`src/rtl/rtc_secuenciador.sv`:
```
// rtc_secuenciador: reads the eight RTC time fields, then streams them framed by inicioSecuencia
module rtc_secuenciador #(
  parameter logic [7:0] BASE_ADDR   = 8'h21,
  parameter int         PRE_CICLOS  = 10,
  parameter int         POST_CICLOS = 3,
  parameter int         TIMEOUT     = 255
) (
  input  logic       clk,
  input  logic       reset,
  input  logic       tick_actualizar,
  output logic       rtc_rd,
  output logic [7:0] rtc_addr,
  input  logic       rtc_ack,
  input  logic [7:0] rtc_dato,
  output logic       inicioSecuencia,
  output logic [7:0] datoRTC,
  output logic       ocupado,
  output logic       error_timeout
);
  typedef enum logic [2:0] {IDLE, LEER, ESPERA, PRE, ENVIAR, POST} estado_t;
  estado_t         est_q, est_d;
  logic [2:0]      idx_q, idx_d;
  logic [15:0]     cnt_q, cnt_d;
  logic            pend_q, pend_d, err_q, err_d, wr;
  logic [7:0][7:0] buf_q;
  // next-state: one shared counter times the ack wait, the PRE/POST frames and the byte slot
  always_comb begin
    est_d  = est_q;
    idx_d  = idx_q;
    cnt_d  = cnt_q + 16'd1;
    pend_d = pend_q | (tick_actualizar && est_q != IDLE);
    err_d  = err_q;
    wr     = 1'b0;
    case (est_q)
      IDLE: begin
        cnt_d = '0;
        if (tick_actualizar || pend_q) begin
          est_d  = LEER;
          idx_d  = '0;
          pend_d = 1'b0;
        end
      end
      LEER: begin
        if (rtc_ack) begin
          wr    = 1'b1;
          est_d = ESPERA;
          cnt_d = '0;
        end else if (cnt_q == 16'(TIMEOUT - 1)) begin
          est_d = IDLE;
          err_d = 1'b1;
          cnt_d = '0;
        end
      end
      ESPERA: begin
        cnt_d = '0;
        est_d = (idx_q == 3'd7) ? PRE : LEER;
        idx_d = (idx_q == 3'd7) ? idx_q : idx_q + 3'd1;
        err_d = (idx_q == 3'd7) ? 1'b0 : err_q;
      end
      PRE: if (cnt_q == 16'(PRE_CICLOS - 1)) begin
        est_d = ENVIAR;
        cnt_d = '0;
      end
      ENVIAR: if (cnt_q == 16'd7) begin
        est_d = POST;
        cnt_d = '0;
      end
      POST: if (cnt_q == 16'(POST_CICLOS - 1)) begin
        est_d = IDLE;
        cnt_d = '0;
      end
      default: est_d = IDLE;
    endcase
  end
  // state and control registers
  always_ff @(posedge clk or negedge reset) begin
    if (!reset) begin
      est_q  <= IDLE;
      idx_q  <= '0;
      cnt_q  <= '0;
      pend_q <= 1'b0;
      err_q  <= 1'b0;
    end else begin
      est_q  <= est_d;
      idx_q  <= idx_d;
      cnt_q  <= cnt_d;
      pend_q <= pend_d;
      err_q  <= err_d;
    end
  end
  // field buffer, written only on an acknowledged read so a failed refresh never streams
  always_ff @(posedge clk or negedge reset) begin
    if (!reset) buf_q <= '0;
    else if (wr) buf_q[idx_q] <= rtc_dato;
  end
  // outputs decoded from state so reset forces them immediately
  always_comb begin
    rtc_rd          = est_q == LEER;
    rtc_addr        = BASE_ADDR + {5'd0, idx_q};
    inicioSecuencia = est_q == PRE || est_q == ENVIAR || est_q == POST;
    datoRTC         = est_q == ENVIAR ? buf_q[cnt_q[2:0]] : est_q == POST ? buf_q[7] : 8'h00;
    ocupado         = est_q != IDLE;
    error_timeout   = err_q;
  end
endmodule

```
`config.mk`:
```
export PLATFORM = sky130hd
export DESIGN_NAME = rtc_secuenciador
export DESIGN_NICKNAME = d
export VERILOG_FILES = /design/src/rtl/rtc_secuenciador.sv
export SDC_FILE = /design/constraint.sdc
export NUM_CORES = 1
export LEC_CHECK = 0
export BUFFER_PORTS_ARGS = -buffer_cell sky130_fd_sc_hd__buf_2
export CAP_MARGIN = 20
export CORE_MARGIN = 1
export CORE_UTILIZATION = 60
export DETAILED_ROUTE_END_ITERATION = 10
export PLACE_DENSITY = 0.8
export SLEW_MARGIN = 30
export SYNTH_ARGS = -nofsm -noshare
export SYNTH_HDL_FRONTEND = slang
export SYNTH_SLANG_ARGS = --single-unit
```
`constraint.sdc`:
```
create_clock -name clk -period 2.7 [get_ports clk]
set_input_delay 0.54 -clock clk [delete_from_list [all_inputs] [get_ports clk]]
set_output_delay 0.54 -clock clk [all_outputs]
set_load 0.05 [all_outputs]
```
======== Word level (Yosys, flattened, before mapping) ========
Cells that the tools add are included.
cells by class
  bitwise operators ....................... 1
  add/subtract/negate cells ............... 3
  div/mod/pow operators ................... 0
  reduce and logical (&&, ||, !) cells .... 13
  equality and inequality tests ........... 19
  shifts and indexed selects .............. 0
  mux-type cells .......................... 32
  $lt $le $gt $ge ......................... 3
  $mul .................................... 0
operator list
  kind                                                         count
  2-to-1 mux 16 bit                                            5
  one-hot mux 16 bit (5 select lines)                          1
  bitwise mux 64 bit                                           1
  2-to-1 mux 8 bit                                             4
  binary-select mux 8 bit (select 3 bit)                       1
  demux 8 bit (select 3 bit)                                   1
  2-to-1 mux 3 bit                                             8
  one-hot mux 3 bit (6 select lines)                           1
  adder 16 x 1 -> 16 bit (second input constant)               1
  equality test 16 x 2 -> 1 bit (second input constant)        1
  equality test 16 x 3 -> 1 bit (second input constant)        1
  equality test 16 x 4 -> 1 bit (second input constant)        1
  equality test 16 x 8 -> 1 bit (second input constant)        1
  inequality test 2 bit (second input constant)                7
  equality test 3 bit (second input constant)                  3
  less-than comparator 3 x 4 -> 1 bit (second input constant)  2
  adder 6 x 3 -> 7 bit (first input constant)                  1
  2-to-1 mux 1 bit                                             7
  equality test 3 x 2 -> 1 bit (second input constant)         2
  one-hot mux 3 bit (2 select lines)                           1
  AND reduction 5 bit                                          1
  AND reduction 4 bit                                          1
  nonzero test 2 bit                                           2
  adder 3 x 1 -> 3 bit (second input constant)                 1
  13 further kinds                                             16
storage, ports and cells
  memories ................................ 0
  bits in latches ......................... 0
  input port bits ......................... 12
  register bits after elaboration ......... 88
  logic and storage cells ................. 84
  memory bits (read-only) ................. 0
  output and inout port bits .............. 20
  memory bits (writable) .................. 0

======== Logic depth before layout (Yosys ltp) ========
Gate-level depths: netlist of the first run.
  word-level depth ........................ 5
  mapped depth ............................ 10
  depth with buffers taken out ............ 7

======== Least setup slack after synthesis of the first run ========
No wires, ideal clock.
  path type ............................... register to output
  start ................................... register cnt_q[1]
  end ..................................... output datoRTC[0]
  required time ........................... 2.160 ns
  arrival time ............................ 2.114 ns
  setup slack ............................. 0.046 ns
  stages on the path, launching flop included .. 8
  buffers on the path ..................... 2
  cell sequence ........................... dfrtp_1 > clkbuf_1 > buf_1 > mux4_2 > mux2i_1 > nor2_1 > a21oi_1 > nor2_1
between the ends
  word-level cells in the longest chain between the ends .. 3
ends and longest elaborated chain
  element                                 line  text
  start: declaration                      23    logic [15:0] cnt_q, cnt_d;
  start signal: assignment                86    cnt_q <= cnt_d;
  binary-select mux 8 bit (select 3 bit)  101   datoRTC = est_q == ENVIAR ? buf_q[cnt_q[2:0]] : est_q == POST ? buf_q[7] : 8'h00;
  2-to-1 mux 8 bit (not written as such)  101
  2-to-1 mux 8 bit                        101
  end: declaration                        16    output logic [7:0] datoRTC,
Every way passes these cells. The select of a mux whose other input is x is not followed.

======== Worst setup path after layout of the first run ========
  start ................................... register cnt_q[0]
  end ..................................... output datoRTC[2]
Same word-level chain as after synthesis.

==> results of run 1 <==
[critical path, delay by kind of cell, from the launching register on]
kind                   cells  cell delay, ps
multiplexers               2             630
AND/OR/NAND/NOR            2             120
buffers and inverters      2             400
AO/OA/AOI/OAI              1             130
flip-flops                 1             440
[synthesized netlist by cell type]
cell and number:
dfrtp_1 88, mux2_2 64, nor2_1 43, mux4_2 16, nand2_1 16, a21oi_1 10
nand3_1 10, clkbuf_1 9, mux2i_1 8, xnor2_1 8, inv_1 7, o21ai_0 6
xor2_1 6, ha_1 5, nand3b_1 5, buf_4 4, nand4_1 4, a31oi_1 2
buf_1 2, conb_1 2, nor3b_2 2, nor4_2 2, or4_1 2, a211oi_4 1
a21o_1 1, and3_1 1, and3_2 1, and4_1 1, and4_2 1, and4bb_2 1
buf_6 1, nor3_1 1, nor3_2 1, nor3b_4 1, o211ai_1 1, o21a_1 1
o22ai_2 1, o311ai_0 1, o31ai_1 1, o41ai_1 1, or4_4 1
[cells by family (layout without fill, tap and decap cells)]
family                   count (synthesis)  in the layout
multiplexers                            88             88
buffers and inverters                   23             61
other                                    2              4
adder cells (fa/ha/maj)                  5              5
AO/OA/AOI/OAI                           26             26
AND/OR/NAND/NOR                         93             93
flip-flops                              88             88
XOR/XNOR                                14             14
[metal layers]
layer	vias up	GRT usage [%]	part of all wire, %
met3	13	5.88	5.4
li1	1283	-	-
met4	0	7.42	1.6
met2	67	41.3	49
met1	1383	34.6	44
met5	-	0	0
[area by class of cell]
cell class                 instances  area share [%]
multi-input combinational        230            41.6
tap                               96            2.47
inverter                           7           0.541
clock inverter                     4           0.978
clock buffer                      10            2.63
sequential                        88            45.3
timing repair buffer              40            6.44
[power groups by stage]
| stage | registers [mW] | clock network, mW | logic [mW] |
|---|---|---|---|
| 3_5_place_dp | 1.76 | 0 | 1.67 |
| 3_3_place_gp | 1.74 | 0 | 1.62 |
| 6_report | 1.75 | 0.838 | 1.77 |
| 2_1_floorplan | 1.67 | 0 | 1.35 |
| 4_1_cts | 1.73 | 0.862 | 1.68 |
| 5_1_grt | 1.78 | 0.912 | 1.91 |
[flip-flops by register name (all words and copies together), names as in the netlist]
name,flops
buf_q,64
cnt_q,16
error_timeout,1
est_q,3
idx_q,3
pend_q,1
[path summary, 6_finish.rpt]
path                            slack (ps)               endpoint  cells after the start
worst min register to register         510  buf_q[23]$_DFFE_PN0P_                      1
worst min-delay path                   180  buf_q[59]$_DFFE_PN0P_                      1
min in group clk                       440       pend_q$_DFF_PN0_                      2
max in group asynchronous             1870     cnt_q[0]$_DFF_PN0_                      2
worst max register to register         390  buf_q[28]$_DFFE_PN0P_                      5
worst max-delay path                    80             datoRTC[2]                      7
[stage by stage]
stage | instance area (µm²) | TNS (ps) | std cells | power [mW]
final | 4860 | 0 | 475 | 4.36
after global routing | 4860 | -12.9 | 475 | 4.60
after CTS | 4780 | 0 | 473 | 4.27
after detailed placement | 4600 | 0 | 459 | 3.42
after global placement | 4600 | 0 | 459 | 3.36
after floorplan | 4330 | 0 | 341 | 3.02
[timing repair]
action	in CTS	in global routing
hold endpoints to repair	0	0
setup buffers	0	1
setup endpoints to repair	3	7
gates resized for setup	1	19
cloned	0	1
[placed cells by master, fill, tap and decap left out, types with 2 or more instances in the layout]
cell type | netlist | layout
nor4_2 | 2 | 2
nor3b_2 | 2 | 2
inv_1 | 7 | 7
mux2_2 | 64 | 64
conb_1 | 2 | 4
mux4_2 | 16 | 16
a21oi_1 | 10 | 10
nand2_1 | 16 | 16
buf_4 | 4 | 11
nand4_1 | 4 | 4
xnor2_1 | 8 | 8
a31oi_1 | 2 | 2
nor2_1 | 43 | 43
buf_2 | 0 | 21
xor2_1 | 6 | 6
mux2i_1 | 8 | 8
nand3_1 | 10 | 10
clkinv_2 | 0 | 2
nand3b_1 | 5 | 5
buf_6 | 1 | 4
o21ai_0 | 6 | 6
buf_12 | 0 | 2
or4_1 | 2 | 2
clkbuf_8 | 0 | 9
ha_1 | 5 | 5
dfrtp_1 | 88 | 87
==> impl_metrics.ini, run 1 <==
[global_routing]
grt_antenna_before_repair = 0
grt_max_degree = 46
grt.overflow.total = 0
grt_pass1_vias = 2794
grt_use_total_pct = 25.4
grt_pass1_wl_um = 14200

[sta]
relSlewSlack_pct = 46.5
hold_viol = 0
fmax_mhz = 381
finalCriticalPeriod_ps = 2620
skew_ps = 7.58
worst_pin_slew_ps = 793
hold_slack_ps = 182
slew_violations = 0
layout_setup_ws_ps = 78.5
setup_viol = 0
final.period_utilization_pct = 97.1

[pwr]
p_leak_nw = 2.24
seq_power_share_pct = 40.1
p_int_mw = 2.72
p_sw_mw = 1.63
power_density_nw_per_um2 = 896
vdd_drop_max_mv = 0.482
switching_share_pct = 37.5
p_clk_share_pct = 19.2
p_comb_share_pct = 40.7

[setup_path]
max_stage_delay_ps = 490
cp-startpoint = cnt_q[0]$_DFF_PN0_
worstPathMaxFanout = 6
end_kind = output pin
r2r_start = est_q[1]$_DFFE_PN0P_
arrival_ps = 2080
critical_path.most_common_cell = nor2_1
critPathSlowestCell = mux4_2
startpoint_type = flop
cp_cell_sequence = buf_8 -> mux4_2 -> mux2i_1 -> nor2_1 -> a21oi_1 -> nor2_1 -> buf_2
worst_ep_required_time_ps = 2160
critical_path_class = flop to output pin

[yosys]
ys_warn_count = 0
yosysUniqueCellTypes = 41
synth_compound_area_share_pct = 3.99
synth_area_um2 = 4330
synthSimpleGateAreaFrac_pct = 11.3
synth_seq_cells = 88
synth_top_area_share_pct = 50.9
synth.area.top_cells = dfrtp_1 (51%), mux2_2 (17%), mux4_2 (8.3%)
synthMuxAreaShare_pct = 26.8
synth_xor_area_share_pct = 2.83
synth_top_family_by_area = multiplexers
synth_top_cell_by_area = dfrtp_1
avgSynthCellArea_um2 = 12.8
synth_seq_area_share_pct = 50.9
synth_adder_area_share_pct = 1.45
synth_cells = 339

[run_status]
status = finished clean

[final_layout]
diodes = 0
fin_util_pct = 70.8
syn_to_final_growth_pct = 12.3
drive_above_1_share_pct = 38.5
fin_nets = 393
n_fill_cell = 490
seq_area_um2 = 2200
multi_input_area_um2 = 2020

[route]
wire_per_inst_um = 18.3
vias = 2746
drtPass1Iterations = 4
antenna_left = 0
wl_um = 8720
initialDrtViolationCount = 126
drc = 0
drt-vias-per-instance = 5.78

[clock_network]
clockRootBuffer = clkbuf_8
cts_hold_buf = 0
clock-sinks = 88
clkTransAtPathRegs_ps = 80
cts_max_level = 3
cts_tree = done
clk_latency_ps = 350
cts_buffers = 9
clock_path_buffers = 2

[floorplan]
die_area_um2 = 7560
core_um2 = 6870
row_count = 30
die_h_um = 86.9
die_w_um = 86.9
initial_core_util_pct = 63.0
ios = 32

[place]
hpwlAfterDp_um = 5830
portBuffers = 27
place_congestion = 0.797
pre_cts_ws_ps = 359

[job]
maxCapViolCount = 0

[worst_hold_path]
hold_path_class = input port to async pin
Note: power is estimated with default switching activity, not from simulation.
==> run 2: changes to the inputs <==
--- a/config.mk
+++ b/config.mk
@@ -10,7 +10,7 @@
 export CORE_MARGIN = 1
 export CORE_UTILIZATION = 60
 export DETAILED_ROUTE_END_ITERATION = 10
-export PLACE_DENSITY = 0.8
+export PLACE_DENSITY = 0.82
 export SLEW_MARGIN = 30
 export SYNTH_ARGS = -nofsm -noshare
 export SYNTH_HDL_FRONTEND = slang
==> run 2 against run 1 <==
Against the previous run:
- sequential share of layout area down 0.50 points
- maximum frequency fell by 1.1%
- non-clock buffer count decreased by 2
- count of clock-buffer cells in the layout is 1 lower
- largest cell class unchanged
- flip-flop and latch count is the same
- critical path depth stayed put
==> impl_metrics.ini, run 2 (synthesis results as in run 1) <==
[route]
initialDrtViolationCount = 136
antenna_left = 0
drt-vias-per-instance = 5.82
drc = 0
wl_um = 8510
wire_per_inst_um = 17.9
vias = 2763
drtPass1Iterations = 4

[worst_hold_path]
hold_path_class = input port to async pin

[run_status]
status = finished clean

[sta]
rsz0062_at_grt = true
skew_ps = 7.95
relSlewSlack_pct = 42.6
final.period_utilization_pct = 98.2
hold_viol = 0
setup_viol = 0
slew_violations = 0
worst_pin_slew_ps = 851
fmax_mhz = 377
layout_setup_ws_ps = 48.4
finalCriticalPeriod_ps = 2650

[floorplan]
ios = 32
initial_core_util_pct = 63.0
die_h_um = 86.9
core_um2 = 6870
die_area_um2 = 7560
die_w_um = 86.9
row_count = 30

[place]
pre_cts_ws_ps = 419
place_congestion = 0.774
dp.cells = 458
portBuffers = 27
hpwlAfterDp_um = 5550

[final_layout]
fin_util_pct = 71.5
fin_nets = 391
n_fill_cell = 496
diodes = 0
syn_to_final_growth_pct = 13.6
finalNonFillerCells = 475
top_register = buf_q
drive_above_1_share_pct = 39.1
top_regs = buf_q: 64 flops, cnt_q: 16 flops
final_cell_mix = dfrtp_1 (87), mux2_2 (64), nor2_1 (43)
final_common_cell = dfrtp_1
largest_register_ffs = 64

[setup_path]
startpoint_type = flop
end_kind = output pin
r2r_cells = 5
worstPathMaxFanout = 11
worst_ep_required_time_ps = 2160
cp-startpoint = cnt_q[0]$_DFF_PN0_
critical_path_class = flop to output pin
rr_endpoint = buf_q[60]$_DFFE_PN0P_
r2r_start = est_q[1]$_DFFE_PN0P_
rrSetupSlack_ps = 470
arrival_ps = 2110

[global_routing]
grt.overflow.total = 0
grt_max_degree = 46
grt_antenna_before_repair = 0
grt_use_total_pct = 24.8
grt_pass1_wl_um = 13800
grt_pass1_vias = 2771

[clock_network]
clock_path_buffers = 2
clkTransAtPathRegs_ps = 90
clock-sinks = 88
cts_max_level = 3
cts_tree = done
clk_latency_ps = 360
clockRootBuffer = clkbuf_8
cts_buffers = 9
cts_setup_buffers = 0

[pwr]
power_mw = 4.55
p_leak_nw = 2.26
vdd_drop_max_mv = 0.473
power_density_nw_per_um2 = 925

[job]
maxCapViolCount = 0
==> run 2: cell types whose count changed in the layout (fill, tap and decap cells not counted) <==
cell	previous run	this run
a21oi_2	0	1
buf_6	4	8
buf_2	21	18
clkbuf_1	1	0
inv_6	0	2
clkinv_2	2	1
inv_8	0	1
buf_8	1	0
buf_4	11	9
a21oi_1	10	9
bufinv_16	1	2
==> run 2: critical path, stage by stage, from the launching register on <==
cell,delay [ps]
dfrtp_2,430
buf_12,170
mux4_2,500
mux2i_1,170
nor2_1,70
a21oi_1,140
nor2_1,70
buf_6,180
==> run 2: how the worst max path moves through the flow <==
stage / endpoint / slack (ps)
floorplan: datoRTC[0] / 50
global placement: datoRTC[6] / 430
detailed placement: datoRTC[6] / 420
CTS: datoRTC[6] / 6
global route: datoRTC[4] / -40
finish: datoRTC[4] / 50
==> run 2: where the power goes <==
group	leakage (nW)	switching, mW	internal, mW
Clock	0.112	0.505	0.533
Combinational	0.965	1.01	0.769
Sequential	1.18	0.194	1.54
==> run 2: stage by stage <==
step                      setup TNS (ps)  hold slack (ps)  cell area, µm²
after detailed placement               0              491            4610
after CTS                              0              193            4830
final                                  0              168            4910
after global placement                 0              482            4610
after floorplan                        0              244            4330
after global routing               -80.8              195            4910
==> run 2: timing repair <==
| item | in CTS | in global routing |
|---|---|---|
| endpoints found under the setup margin | 0 | 8 |
| endpoints found under the hold margin | 0 | 0 |
| hold buffers | 0 | 0 |
| gates resized for setup | 0 | 26 |
==> run 2: metal layers <==
layer	vias up	GRT usage, %	share of wire, %
met5	-	0	0
met4	0	8.79	1.2
met3	9	4.93	5.6
met2	69	40.4	49
met1	1402	33.6	44
li1	1283	-	-
==> run 2: cell type report <==
class                   instances  area, µm²  share of cell area [%]
flip-flops and latches         88       2200                    44.8
clock buffers                   9        124                    2.52
multi-input cells             230       2030                    41.2
inverters                       7       26.3                   0.535
repair buffers                 38        313                    6.36
clock inverters                 7        101                    2.06
well taps                      96        120                    2.44
==> run 3: changes to the inputs <==
==> constraint.sdc (replaced) <==
create_clock -name clk -period 2.7 [get_ports clk]
set_input_delay 0.135 -clock clk [delete_from_list [all_inputs] [get_ports clk]]
set_output_delay 0.135 -clock clk [all_outputs]
set_load 0.05 [all_outputs]
==> run 3 against run 2 <==
Against the previous run:
- sequential share of layout area is 1.1 points higher
- count of clock-buffer cells in the layout increased by 1
- sequential power is essentially flat
- final area decreased by 2.5%
- worst hold slack got worse by 110 ps
- clock skew grew 5.3 ps
==> impl_metrics.ini, run 3 (synthesis results as in run 1) <==
[run_status]
status = finished clean

[sta]
rsz0062_at_grt = false
skew_ps = 13.3
tns_ps = 0
final.period_utilization_pct = 86.4
fmax_mhz = 428
relSlewSlack_pct = 48.4
hold_viol = 0
layout_setup_ws_ps = 366
finalCriticalPeriod_ps = 2330
setup_viol = 0
slew_violations = 0
worst_pin_slew_ps = 764

[final_layout]
fin_util_pct = 69.7
drive_above_1_share_pct = 38.6
final_cell_mix = dfrtp_1 (88), mux2_2 (64), nor2_1 (43)
top_register = buf_q
final_common_cell = dfrtp_1
diodes = 0
fin_nets = 393
largest_register_ffs = 64
syn_to_final_growth_pct = 10.7
stdcell_area_um2 = 4790
top_regs = buf_q: 64 flops, cnt_q: 16 flops

[setup_path]
startpoint_type = flop
worst_ep_required_time_ps = 2570
worstPathMaxFanout = 22
end_kind = output pin
critical_path_class = flop to output pin
arrival_ps = 2200

[floorplan]
die_h_um = 86.9
row_count = 30
die_area_um2 = 7560
ios = 32
initial_core_util_pct = 63.0
die_w_um = 86.9
core_um2 = 6870

[clock_network]
cts_max_level = 3
cts_hold_buf = 1
clkTransAtPathRegs_ps = 90
cts.repair.resized = 0
cts_tree = done
cts_buffers = 9
cts_setup_buffers = 0
clk_latency_ps = 350
clock-sinks = 88
clockRootBuffer = clkbuf_8
clock_path_buffers = 2

[route]
vias = 2795
wire_per_inst_um = 17.7
wl_um = 8460
drc = 0
drtPass1Iterations = 4
initialDrtViolationCount = 142
drt-vias-per-instance = 5.86
antenna_left = 0

[place]
hpwlAfterDp_um = 5630
portBuffers = 27
pre_cts_ws_ps = 454
place_congestion = 0.797
placed_area_um2 = 4600

[global_routing]
grt.overflow.total = 0
grt_use_total_pct = 25.4
grt_pass1_vias = 2869
grt_pass1_wl_um = 14200
grt_max_degree = 59
grt_antenna_before_repair = 0

[job]
maxCapViolCount = 0

[pwr]
p_leak_nw = 2.22
power_mw = 4.23
power_density_nw_per_um2 = 883
vdd_drop_max_mv = 0.504

[worst_hold_path]
hold_path_class = input port to flop
## run 3: cell type report
type | count | area [µm²]
clock buffers | 10 | 138
clock inverters | 6 | 42.5
fillers | 509 | 2080
inverters | 7 | 26.3
multi-input cells | 230 | 2020
flip-flops and latches | 88 | 2200
well taps | 96 | 120
repair buffers | 40 | 238
## run 3: path summary, 6_finish.rpt
| check | start | endpoint | slack (ps) | cells after the start |
|---|---|---|---|---|
| min reg2reg | buf_q[30]$_DFFE_PN0P_ | buf_q[30]$_DFFE_PN0P_ | 510 | 1 |
| max | cnt_q[0]$_DFF_PN0_ | datoRTC[1] | 370 | 7 |
| max reg2reg | cnt_q[11]$_DFF_PN0_ | cnt_q[10]$_DFF_PN0_ | 430 | 6 |
| min in group asynchronous | reset | idx_q[2]$_DFFE_PN0P_ | 390 | 2 |
| min | tick_actualizar | pend_q$_DFF_PN0_ | 60 | 2 |
| max in group asynchronous | reset | buf_q[5]$_DFFE_PN0P_ | 1570 | 3 |
## run 3: metrics by stage
stage	hold slack [ps]	instances
after floorplan	-161	341
after global placement	239	460
after detailed placement	243	460
after CTS	43.5	477
after global routing	46.1	477
final	58.0	477
## run 3: power breakdown
group / switching, mW / total [mW] / internal (mW)
combinational: 0.999 / 1.67 / 0.675
clock: 0.477 / 0.838 / 0.361
sequential: 0.182 / 1.72 / 1.54
total: 1.66 / 4.23 / 2.57
## run 3: per-layer routing
layer / global-route usage [%] / wire length, µm / vias to the layer above
li1: - / - / 1294
met1: 32.0 / 3740 / 1416
met2: 43.5 / 4300 / 72
met3: 6.26 / 318 / 13
met4: 7.73 / 103 / 0
met5: 0 / 0 / -
## run 3: worst max-delay path, cell delays in order (launching register included)
cell and delay [ps]:
dfrtp_1 330, buf_4 350, mux4_2 550, mux2i_1 170
nor2_1 60, a21oi_1 120, nor2_1 60, buf_2 210
